File: config.mk
export PLATFORM = sky130hd
export DESIGN_NAME = event_stretch_flat
export DESIGN_NICKNAME = d
export VERILOG_FILES = /design/src/rtl/event_stretch_if.sv /design/src/rtl/event_stretch.sv /design/src/flat_wrapper.sv
export SDC_FILE = /design/constraint.sdc
export NUM_CORES = 1
export LEC_CHECK = 0
export ABC_AREA = 1
export CAP_MARGIN = 20
export CORE_MARGIN = 2
export CORE_UTILIZATION = 54
export CTS_CLUSTER_DIAMETER = 200
export DETAILED_ROUTE_END_ITERATION = 8
export PLACE_DENSITY = 0.83
export SYNTH_ARGS = -nofsm -noshare
export SYNTH_HDL_FRONTEND = slang
export SYNTH_SLANG_ARGS = --single-unit
File: constraint.sdc
create_clock -name clk -period 3.85 [get_ports clk]
set_input_delay 0.9625 -clock clk [delete_from_list [all_inputs] [get_ports clk]]
set_output_delay 0.9625 -clock clk [all_outputs]
set_load 0.005 [all_outputs]
File: src/rtl/event_stretch_if.sv
// Event-stretcher signal bundle: event input toward the block, indicator and status back out.
interface event_stretch_if #(
  parameter int PEND_W = 4
);
  logic              Din;
  logic              Dout;
  logic              busy;
  logic [PEND_W-1:0] pending;
  logic              overflow;

  modport master (output Din, input Dout, busy, pending, overflow);
  modport slave  (input Din, output Dout, busy, pending, overflow);
endinterface

File: src/rtl/event_stretch.sv
// Stretches single-cycle events into ON_CYCLES-high / GAP_CYCLES-low LED bursts.
// Events that arrive mid-burst are queued in a saturating counter; losses set a sticky overflow flag.
module event_stretch #(
  parameter int ON_CYCLES  = 10,
  parameter int GAP_CYCLES = 5,
  parameter int PEND_W     = 4
) (
  input logic            clk,
  input logic            reset,
  event_stretch_if.slave bus
);
  localparam int TMAX = ((ON_CYCLES > GAP_CYCLES) ? ON_CYCLES : GAP_CYCLES) - 1;
  localparam int TW   = (TMAX > 0) ? $clog2(TMAX + 1) : 1;

  localparam logic [1:0] IDLE = 2'd0;
  localparam logic [1:0] ON   = 2'd1;
  localparam logic [1:0] GAP  = 2'd2;

  localparam logic [TW-1:0]     ON_LOAD  = TW'(ON_CYCLES - 1);
  localparam logic [TW-1:0]     GAP_LOAD = TW'(GAP_CYCLES - 1);
  localparam logic [PEND_W-1:0] PEND_MAX = '1;

  logic [1:0]        state, nxt_state;
  logic [TW-1:0]     timer, nxt_timer;
  logic              dout_q, nxt_dout;
  logic [PEND_W-1:0] pending_q, nxt_pending;
  logic              overflow_q, nxt_overflow;
  logic              start_burst, inc, dec, pend_nz;

  assign pend_nz = (pending_q != '0);

  always_comb begin
    nxt_state   = IDLE;
    nxt_timer   = '0;
    nxt_dout    = 1'b0;
    start_burst = 1'b0;
    case (state)
      IDLE: begin
        if (bus.Din || pend_nz) begin
          start_burst = 1'b1;
          nxt_state   = ON;
          nxt_timer   = ON_LOAD;
          nxt_dout    = 1'b1;
        end
      end
      ON: begin
        if (timer == '0) begin
          nxt_state = GAP;
          nxt_timer = GAP_LOAD;
        end else begin
          nxt_state = ON;
          nxt_timer = timer - TW'(1);
          nxt_dout  = 1'b1;
        end
      end
      GAP: begin
        if (timer != '0) begin
          nxt_state = GAP;
          nxt_timer = timer - TW'(1);
        end else if (pend_nz) begin
          start_burst = 1'b1;
          nxt_state   = ON;
          nxt_timer   = ON_LOAD;
          nxt_dout    = 1'b1;
        end
      end
      default: begin
        nxt_state = IDLE;
      end
    endcase
  end

  // The event that opens a burst from an empty IDLE is shown directly, never queued.
  assign inc = bus.Din && !((state == IDLE) && !pend_nz);
  assign dec = start_burst && pend_nz;

  always_comb begin
    nxt_pending  = pending_q;
    nxt_overflow = overflow_q;
    if (inc && !dec) begin
      if (pending_q == PEND_MAX) begin
        nxt_overflow = 1'b1;
      end else begin
        nxt_pending = pending_q + PEND_W'(1);
      end
    end else if (dec && !inc) begin
      nxt_pending = pending_q - PEND_W'(1);
    end
  end

  always_ff @(posedge clk or negedge reset) begin
    if (!reset) begin
      state      <= IDLE;
      timer      <= '0;
      dout_q     <= 1'b0;
      pending_q  <= '0;
      overflow_q <= 1'b0;
    end else begin
      state      <= nxt_state;
      timer      <= nxt_timer;
      dout_q     <= nxt_dout;
      pending_q  <= nxt_pending;
      overflow_q <= nxt_overflow;
    end
  end

  assign bus.Dout     = dout_q;
  assign bus.busy     = (state != IDLE);
  assign bus.pending  = pending_q;
  assign bus.overflow = overflow_q;
endmodule
File: src/flat_wrapper.sv
// flat-port wrapper written by rule: the top's interface ports become plain ports
module event_stretch_flat 
#(
  parameter int ON_CYCLES  = 10,
  parameter int GAP_CYCLES = 5,
  parameter int PEND_W     = 4
)
  (clk, reset, bus_Din, bus_Dout, bus_busy, bus_pending, bus_overflow);
  event_stretch_if #(.PEND_W(PEND_W)) bus_i ();
  input logic clk;
  input logic reset;
  input wire logic [$bits(bus_i.Din)-1:0] bus_Din;
  output wire logic [$bits(bus_i.Dout)-1:0] bus_Dout;
  output wire logic [$bits(bus_i.busy)-1:0] bus_busy;
  output wire logic [$bits(bus_i.pending)-1:0] bus_pending;
  output wire logic [$bits(bus_i.overflow)-1:0] bus_overflow;
  assign bus_i.Din = bus_Din;
  assign bus_Dout = bus_i.Dout;
  assign bus_busy = bus_i.busy;
  assign bus_pending = bus_i.pending;
  assign bus_overflow = bus_i.overflow;
  event_stretch #(.ON_CYCLES(ON_CYCLES), .GAP_CYCLES(GAP_CYCLES), .PEND_W(PEND_W)) u_core (.clk(clk), .reset(reset), .bus(bus_i));
endmodule
==> impl_results.rst, run 1 <==
.. list-table::
   :header-rows: 1

   * - Metric
     - Value
   * - Run status
     - finished clean
   * - List of cells traversed by the critical path
     - clkdlybuf4s50_1 > inv_1 > nor2_1 > nand2_2 > ha_1 > nand2_1 > inv_1 > a21oi_1 > inv_1 > nand2_1 > nand2_1 > inv_1 > nand2_1 > nand2_1 > nand2_1
   * - Level count of the clock H-tree
     - 1
   * - Area of the mapped netlist
     - ~720 sq um
   * - Static Leak
     - 0.414 nW
   * - GRT Total Usage
     - 0.207
   * - Layout Skew
     - between 0.002 and 0.0025 ns
   * - Type of the most critical hold path
     - reg2reg
   * - Clock latency on the worst-skew pair
     - 0.27 ns
   * - Leading register cell type out of synthesis
     - sky130_fd_sc_hd__dfrtp_1
   * - Vert. Die Dim
     - 40.5 um
   * - Bufs and invs on worst path
     - 5
   * - Max IR drop VDD
     - between 500 and 600 uV
   * - Actual transition at the worst max-transition pin
     - 0.510 ns
   * - Die width
     - slightly above 40 um
   * - Number of port buffers
     - 9
   * - # rows
     - 13
   * - Initial standard-cell utilization of the core
     - 0.566
   * - Master of the slowest instance on the critical path
     - sky130_fd_sc_hd__clkdlybuf4s50_1
   * - Clock root buffer master
     - sky130_fd_sc_hd__clkbuf_4
   * - Final Routed Wirelength
     - around 1.4 mm
   * - Critical Path Most Common Cell
     - sky130_fd_sc_hd__nand2_1
   * - Fraction of layout instances using a drive strength above 1
     - 0.250
   * - Standard cell area after detailed placement
     - a little over 800 sq um
   * - Total half-perimeter wirelength after legalization and detailed placement
     - ~990 um
   * - Final number of setup-violating endpoints
     - 0
   * - Worst Hold Margin
     - between 0.4 and 0.5 ns
   * - Count of synthesis-stage warnings from yosys
     - 0
   * - Antenna fix cells
     - 0
   * - Instance count of the mapped netlist
     - slightly below 80
   * - Final-layout fill cell count
     - between 90 and 100
   * - Highest attainable clock frequency
     - 365 MHz
   * - Final sum of negative setup slack
     - 0 ns
   * - Tightest slew margin relative to the limit
     - 0.659
   * - Global-route wire length before repair
     - 2.19 mm
   * - Clock-pin slew on the worst setup and hold paths
     - about 0.07 ns
   * - Total of cells resized after clock tree synthesis
     - 0
   * - ANT nets after route
     - 0
   * - Count of pins over their slew limit
     - 0
   * - Startpoint type of the worst setup path
     - input port
   * - Total nets after synthesis
     - 85
   * - Delay of the slowest critical-path stage
     - about 0.48 ns
   * - Proportion of synthesized chip area in sequential cells
     - 0.383
   * - Async S/R FF share, synth
     - 1.00
   * - Routed wirelength normalized by instance count
     - 13.1 um
   * - Remaining routing DRC violations
     - 0
   * - Floorplan die area
     - roughly 1600 sq um
   * - Crit Path Class
     - in2reg
   * - Post-layout nets
     - 99
   * - Shortest period the worst path allows
     - between 2 and 3 ns
   * - Maximum number of pins on one net before global-route repair
     - 12
   * - Clock Path Buffers
     - 2
   * - Total chip power
     - ~0.81 mW
   * - Number of enable flip-flop cells after synthesis
     - 0
   * - Distinct cell type count after synthesis
     - 27
   * - Standard cell core area
     - between 1000 and 1500 sq um
   * - Power density cells
     - ~940 nW/um^2
   * - First drt pass iteration count
     - 4
   * - Endpoint required time on the critical path
     - about 4 ns
   * - Kind of end point of the critical path
     - flip-flop
   * - Arrival time worst endpoint
     - about 2.9 ns
   * - Area added between synthesis and finish
     - 18.8%
   * - Top-level I/O count
     - 10
   * - Seq cells post-synth
     - 11
   * - Routability-driven placement congestion ratio
     - around 0.8
   * - Total CTS buffers
     - 3
   * - Post-route clock period utilization
     - 0.711
   * - Clock tree sinks
     - 11
   * - Number of hold violations in the final report
     - 0
   * - Overall via count from detail_route
     - roughly 570
   * - Unrepaired setup endpoints after global routing
     - no
   * - Top cell family by delay on the critical path
     - simple AND/OR/NAND/NOR gates
   * - Violation count after the first detailed-routing iteration
     - 7
   * - Aggregate global routing overflow
     - 0
   * - Post-synthesis area per instance
     - between 9 and 10 sq um
   * - Max-cap violation count
     - 0
   * - Number of buffers inserted to repair setup after CTS
     - 0
   * - CP max FO
     - 5
   * - Post-CTS Hold Fix Bufs
     - 0
   * - Final design area excluding fillers
     - around 850 sq um
   * - Initial antenna violation count
     - 0
   * - DR vias/cell
     - around 5.3
   * - CTS tree
     - yes
   * - Vias in the first global route
     - just over 500
[path summary, 6_finish.rpt]
path,cells past startpoint,slack (ns),from,to
worst max register to register,15,1.72,u_core.bus.pending[0],u_core.bus.pending[3]
worst min register to register,1,0.50,u_core.bus.overflow,u_core.bus.overflow
max in group asynchronous,1,2.48,reset,u_core.state[1]
worst min-delay path,1,0.50,u_core.bus.overflow,u_core.bus.overflow
min in group asynchronous,1,1.03,reset,u_core.timer[0]
worst max-delay path,15,1.11,bus_Din,u_core.bus.pending[3]
[worst reg2reg max path, cell delays in order (launching register included)]
cell                      delay, ns
sky130_fd_sc_hd__dfrtp_1       0.50
sky130_fd_sc_hd__nor2_4        0.18
sky130_fd_sc_hd__nand3_2       0.12
sky130_fd_sc_hd__nand2_4       0.13
sky130_fd_sc_hd__nand2_2       0.11
sky130_fd_sc_hd__ha_1          0.35
sky130_fd_sc_hd__nand2_1       0.08
sky130_fd_sc_hd__inv_1         0.04
sky130_fd_sc_hd__a21oi_1       0.16
sky130_fd_sc_hd__inv_1         0.06
sky130_fd_sc_hd__nand2_1       0.06
sky130_fd_sc_hd__nand2_1       0.04
sky130_fd_sc_hd__inv_1         0.06
sky130_fd_sc_hd__nand2_1       0.05
sky130_fd_sc_hd__nand2_1       0.05
sky130_fd_sc_hd__nand2_1       0.05
[registers in the layout, summed over array words and instances (netlist names)]
register / flops
u_core.bus.overflow: 1
u_core.bus.pending: 4
u_core.state: 2
u_core.timer: 4
[cell usage in the layout (no fill, tap or decap)]
master                            instances
sky130_fd_sc_hd__nor2_4                   4
sky130_fd_sc_hd__a21oi_1                  4
sky130_fd_sc_hd__nand4_1                  2
sky130_fd_sc_hd__nand3_1                  3
sky130_fd_sc_hd__nand2_2                  5
sky130_fd_sc_hd__xnor2_1                  1
sky130_fd_sc_hd__a21oi_2                  1
sky130_fd_sc_hd__nand3_2                  2
sky130_fd_sc_hd__nor2_1                   2
sky130_fd_sc_hd__nor2_2                   2
sky130_fd_sc_hd__clkbuf_4                 3
sky130_fd_sc_hd__ha_1                     2
sky130_fd_sc_hd__mux2i_1                  1
sky130_fd_sc_hd__inv_1                   11
sky130_fd_sc_hd__fa_1                     1
sky130_fd_sc_hd__o211ai_1                 1
sky130_fd_sc_hd__dfrtp_1                 11
sky130_fd_sc_hd__o21ai_0                  2
sky130_fd_sc_hd__nand2_4                  3
sky130_fd_sc_hd__o21bai_1                 1
sky130_fd_sc_hd__o21ai_1                  1
sky130_fd_sc_hd__xor2_2                   1
sky130_fd_sc_hd__xor2_1                   1
sky130_fd_sc_hd__and3_1                   1
sky130_fd_sc_hd__clkdlybuf4s50_1          9
sky130_fd_sc_hd__inv_2                    1
sky130_fd_sc_hd__a31oi_1                  2
sky130_fd_sc_hd__or2_4                    1
sky130_fd_sc_hd__clkbuf_1                 1
sky130_fd_sc_hd__nand2_1                 12
[stage by stage]
step           setup WS, ns  instances  utilization
2_1_floorplan          1.54         79            -
3_3_place_gp          0.911        103        0.652
3_5_place_dp          0.836        103        0.652
4_1_cts                1.11        107        0.673
5_1_grt               0.957        107        0.673
6_report               1.11        107        0.673
[layout make-up]
type                            count  area, sq um  area share
Sequential cell                    11          275       0.323
Inverter                           12         45.0      0.0528
Tap cell                           15         18.8      0.0220
Clock buffer                        4         26.3      0.0308
Timing Repair Buffer                9         90.1       0.106
Multi-Input combinational cell     56          398       0.466
[cells by family (layout without fill, tap and decap cells)]
| group | after synthesis | in the layout | synth area share |
|---|---|---|---|
| buffers and inverters | 12 | 25 | 0.0627 |
| adder cells (fa/ha/maj) | 3 | 3 | 0.0627 |
| AND/OR/NAND/NOR | 37 | 37 | 0.331 |
| flip-flops | 11 | 11 | 0.383 |
| multiplexers | 1 | 1 | 0.0139 |
| XOR/XNOR | 3 | 3 | 0.0470 |
| AO/OA/AOI/OAI | 12 | 12 | 0.0993 |
[synth_stat cells (2+ instances only)]
cell type                 instances  area [sq um]
sky130_fd_sc_hd__nand3_1          3          15.0
sky130_fd_sc_hd__nor2_1           2          7.51
sky130_fd_sc_hd__ha_1             2          25.0
sky130_fd_sc_hd__a21oi_1          4          20.0
sky130_fd_sc_hd__a31oi_1          2          12.5
sky130_fd_sc_hd__nand2_4          3          33.8
sky130_fd_sc_hd__nor2_4           4          45.0
sky130_fd_sc_hd__nand3_2          2          20.0
sky130_fd_sc_hd__dfrtp_1         11           275
sky130_fd_sc_hd__nor2_2           2          12.5
sky130_fd_sc_hd__o21ai_0          2          10.0
sky130_fd_sc_hd__inv_1           11          41.3
sky130_fd_sc_hd__nand2_1         12          45.0
sky130_fd_sc_hd__nand4_1          2          12.5
sky130_fd_sc_hd__nand2_2          5          31.3
[per-layer routing]
layer / track usage / vias to the layer above / part of all wire
met1: 0.253 / 274 / 0.46
li1: - / 280 / -
met4: 0.0917 / 0 / 0
met2: 0.345 / 15 / 0.49
met3: 0.0444 / 0 / 0.044
met5: 0 / - / 0
[power breakdown]
part	internal [mW]	switching (mW)	leakage (nW)
clock network	0.0401	0.0407	0.0150
logic	0.222	0.253	0.266
registers	0.172	0.0766	0.133
total	0.435	0.370	0.414
(Power assumes the default switching activity.)
==> run 2, diff against run 1 <==
--- a/config.mk
+++ b/config.mk
@@ -8,10 +8,10 @@
 export ABC_AREA = 1
 export CAP_MARGIN = 20
 export CORE_MARGIN = 2
-export CORE_UTILIZATION = 54
+export CORE_UTILIZATION = 51
 export CTS_CLUSTER_DIAMETER = 200
 export DETAILED_ROUTE_END_ITERATION = 8
-export PLACE_DENSITY = 0.83
+export PLACE_DENSITY = 0.79
 export SYNTH_ARGS = -nofsm -noshare
 export SYNTH_HDL_FRONTEND = slang
 export SYNTH_SLANG_ARGS = --single-unit
==> constraint.sdc (replaced) <==
create_clock -name clk -period 2.82 [get_ports clk]
set_input_delay 0.705 -clock clk [delete_from_list [all_inputs] [get_ports clk]]
set_output_delay 0.705 -clock clk [all_outputs]
set_load 0.005 [all_outputs]
==> run 2 against run 1 <==
Effect of this change: clock skew barely moved; utilization fell by 1.7 points; worst hold slack hardly changed; combinational power grew 36%; first-iteration DRC count is 57% higher; power grew 35%; wire length shrank 9.0%; die area grew 5.3%; flip-flop and latch count unchanged; clock power grew 31%; worst setup slack lost 0.76 ns.
==> impl_results.rst, run 2 (synthesized netlist as in run 1, its figures left out) <==
.. list-table::
   :header-rows: 1

   * - Metric
     - Value
   * - Hold Path Sink
     - u_core.bus.overflow
   * - Source of the worst register-to-register timing path
     - u_core.bus.pending[0]
   * - Unrepaired setup endpoints after global routing
     - no
   * - Shortest period the worst path allows
     - 2.47 ns
   * - Final number of setup-violating endpoints
     - 0 (unchanged)
   * - Fraction of layout instances using a drive strength above 1
     - 0.250 (unchanged)
   * - Type of the most critical hold path
     - reg2reg
   * - Number of buffers inserted to repair setup after CTS
     - 0 (unchanged)
   * - Total of cells resized after clock tree synthesis
     - 0 (unchanged)
   * - Remaining routing DRC violations
     - 0 (unchanged)
   * - First drt pass iteration count
     - 4 (unchanged)
   * - Actual transition at the worst max-transition pin
     - 0.459 ns (-0.0508 ns)
   * - Arrival time worst endpoint
     - 2.63 ns (-0.28 ns)
   * - # rows
     - 13 (unchanged)
   * - Vert. Die Dim
     - 41.5 um (+2.6%)
   * - Most frequent cells in the layout
     - sky130_fd_sc_hd__nand2_1, sky130_fd_sc_hd__inv_1, sky130_fd_sc_hd__dfrtp_1
   * - Antenna fix cells
     - 0 (unchanged)
   * - Initial standard-cell utilization of the core
     - 0.552 (-0.0142)
   * - Final non-filler cell total
     - 107 (unchanged)
   * - Count of pins over their slew limit
     - 0 (unchanged)
   * - Highest attainable clock frequency
     - about 400 MHz
   * - Kind of end point of the critical path
     - flip-flop
   * - Startpoint type of the worst setup path
     - input port
   * - Final-layout fill cell count
     - 111 (+14%)
   * - Sequential cell area
     - 275 sq um (unchanged)
   * - Level count of the clock H-tree
     - 1 (unchanged)
   * - Total CTS buffers
     - 3 (unchanged)
   * - Max-cap violation count
     - 0 (unchanged)
   * - Clock-pin slew on the worst setup and hold paths
     - 0.07 ns (about the same)
   * - Endpoint required time on the critical path
     - 2.98 ns (-1.04 ns)
   * - Hold wc startpoint
     - u_core.bus.overflow
   * - Crit Path Class
     - in2reg
   * - CTS tree
     - yes
   * - Number of port buffers
     - 9 (unchanged)
   * - # placed instances
     - 103 (unchanged)
   * - Max IR drop VDD
     - 679 uV (+32%)
   * - Overall via count from detail_route
     - 546 (-4.0%)
   * - WHS Path Cells
     - 1 (unchanged)
   * - GRT Total Usage
     - 0.156 (-0.0513)
   * - Static Leak
     - 0.414 nW (unchanged)
   * - Most frequent standard cell in the layout excluding fill and tap cells
     - sky130_fd_sc_hd__nand2_1
   * - Fin util
     - 0.656 (-0.0168)
   * - Run status
     - finished clean
   * - Final design area excluding fillers
     - 853 sq um (unchanged)
   * - Maximum number of pins on one net before global-route repair
     - 12 (unchanged)
   * - Post-layout nets
     - 99 (unchanged)
   * - Power density cells
     - 1280 nW/um^2 (+35%)
   * - Initial antenna violation count
     - 0 (unchanged)
   * - Global-route wire length before repair
     - 2.09 mm (-4.7%)
   * - Vias in the first global route
     - 508 (-1.9%)
   * - Clock Path Buffers
     - 2 (unchanged)
   * - Final sum of negative setup slack
     - 0 ns (unchanged)
   * - Area added between synthesis and finish
     - 18.8% (unchanged)
   * - Number of hold violations in the final report
     - 0 (unchanged)
   * - Multi-input logic area
     - 398 sq um (unchanged)
   * - Standard cell core area
     - 1300 sq um (+2.6%)
   * - Routed wirelength normalized by instance count
     - 11.9 um (-9.0%)
   * - Clock latency on the worst-skew pair
     - 0.26 ns (about the same)
   * - Aggregate global routing overflow
     - 0 (unchanged)
   * - Routability-driven placement congestion ratio
     - 0.764 (-7.3%)
   * - DR vias/cell
     - 5.10 (-4.0%)
   * - Clock root buffer master
     - sky130_fd_sc_hd__clkbuf_4
   * - Final Routed Wirelength
     - 1.28 mm (-9.0%)
   * - Floorplan die area
     - 1720 sq um (+5.3%)
   * - R2R depth
     - 15 (unchanged)
   * - CP max FO
     - 5 (unchanged)
   * - Tightest slew margin relative to the limit
     - 0.693 (+0.0340)
   * - Standard cell area after detailed placement
     - 827 sq um (unchanged)
   * - Reg-to-reg slack, setup
     - 0.70 ns (-1.02 ns)
   * - Worst flop-to-flop path endpoint
     - u_core.bus.pending[3]
   * - Top-level I/O count
     - 10 (unchanged)
   * - Layout Skew
     - 0.00271 ns (+0.000385 ns)
   * - Total half-perimeter wirelength after legalization and detailed placement
     - 1.00 mm (+0.97%)
   * - Clock tree sinks
     - 11 (unchanged)
   * - Violation count after the first detailed-routing iteration
     - 11 (+4)
   * - Post-CTS Hold Fix Bufs
     - 0 (unchanged)
   * - Total chip power
     - 1.09 mW (+35%)
   * - ANT nets after route
     - 0 (unchanged)
   * - Die width
     - 41.5 um (+2.6%)
   * - Post-route clock period utilization
     - 0.876
==> run 2: cell counts in the layout (fill, tap and decap cells not counted) <==
No cell type changed its count.
==> run 2: worst max-delay path by stage <==
stage                            end  slack (ns)  startpoint
2_1_floorplan  u_core.bus.pending[3]        0.76     bus_Din
3_3_place_gp   u_core.bus.pending[3]         0.1     bus_Din
3_5_place_dp   u_core.bus.pending[3]        0.08     bus_Din
4_1_cts        u_core.bus.pending[3]        0.34     bus_Din
5_1_grt        u_core.bus.pending[3]        0.15     bus_Din
6_report       u_core.bus.pending[3]        0.35     bus_Din
==> run 2: through the flow <==
| step | hold WS (ns) | worst slack, ns |
|---|---|---|
| 3_3_place_gp | 0.478 | 0.0954 |
| 5_1_grt | 0.510 | 0.150 |
| 4_1_cts | 0.501 | 0.345 |
| 3_5_place_dp | 0.469 | 0.0820 |
| 2_1_floorplan | 0.409 | 0.763 |
| 6_report | 0.498 | 0.350 |
==> run 2: power by group <==
group	total (mW)	switching (mW)	internal, mW
logic	0.645	0.341	0.303
registers	0.338	0.103	0.236
clock network	0.106	0.0509	0.0547
==> run 2: layout make-up <==
cell class | instances | area share
sequential | 11 | 0.323
timing repair buffer | 9 | 0.106
inverter | 12 | 0.0528
clock buffer | 4 | 0.0308
multi-input combinational | 56 | 0.466
tap | 15 | 0.0220
==> run 2: worst max-delay path, cell delays in order <==
cell and delay, ns:
sky130_fd_sc_hd__clkdlybuf4s50_1 0.48, sky130_fd_sc_hd__inv_1 0.05, sky130_fd_sc_hd__nor2_1 0.25, sky130_fd_sc_hd__nand2_2 0.15, sky130_fd_sc_hd__ha_1 0.34, sky130_fd_sc_hd__nand2_1 0.08, sky130_fd_sc_hd__inv_1 0.04, sky130_fd_sc_hd__a21oi_1 0.17
sky130_fd_sc_hd__inv_1 0.06, sky130_fd_sc_hd__nand2_1 0.06, sky130_fd_sc_hd__nand2_1 0.04, sky130_fd_sc_hd__inv_1 0.06, sky130_fd_sc_hd__nand2_1 0.05, sky130_fd_sc_hd__nand2_1 0.05, sky130_fd_sc_hd__nand2_1 0.05
==> run 2: layer usage <==
layer  GRT usage  vias to the layer above  routed length (um)
met3      0.0174                        0                  71
met1       0.213                      247                 612
met4      0.0839                        0                   0
met5           0                        -                   0
li1            -                      280                   -
met2       0.241                       19                 592
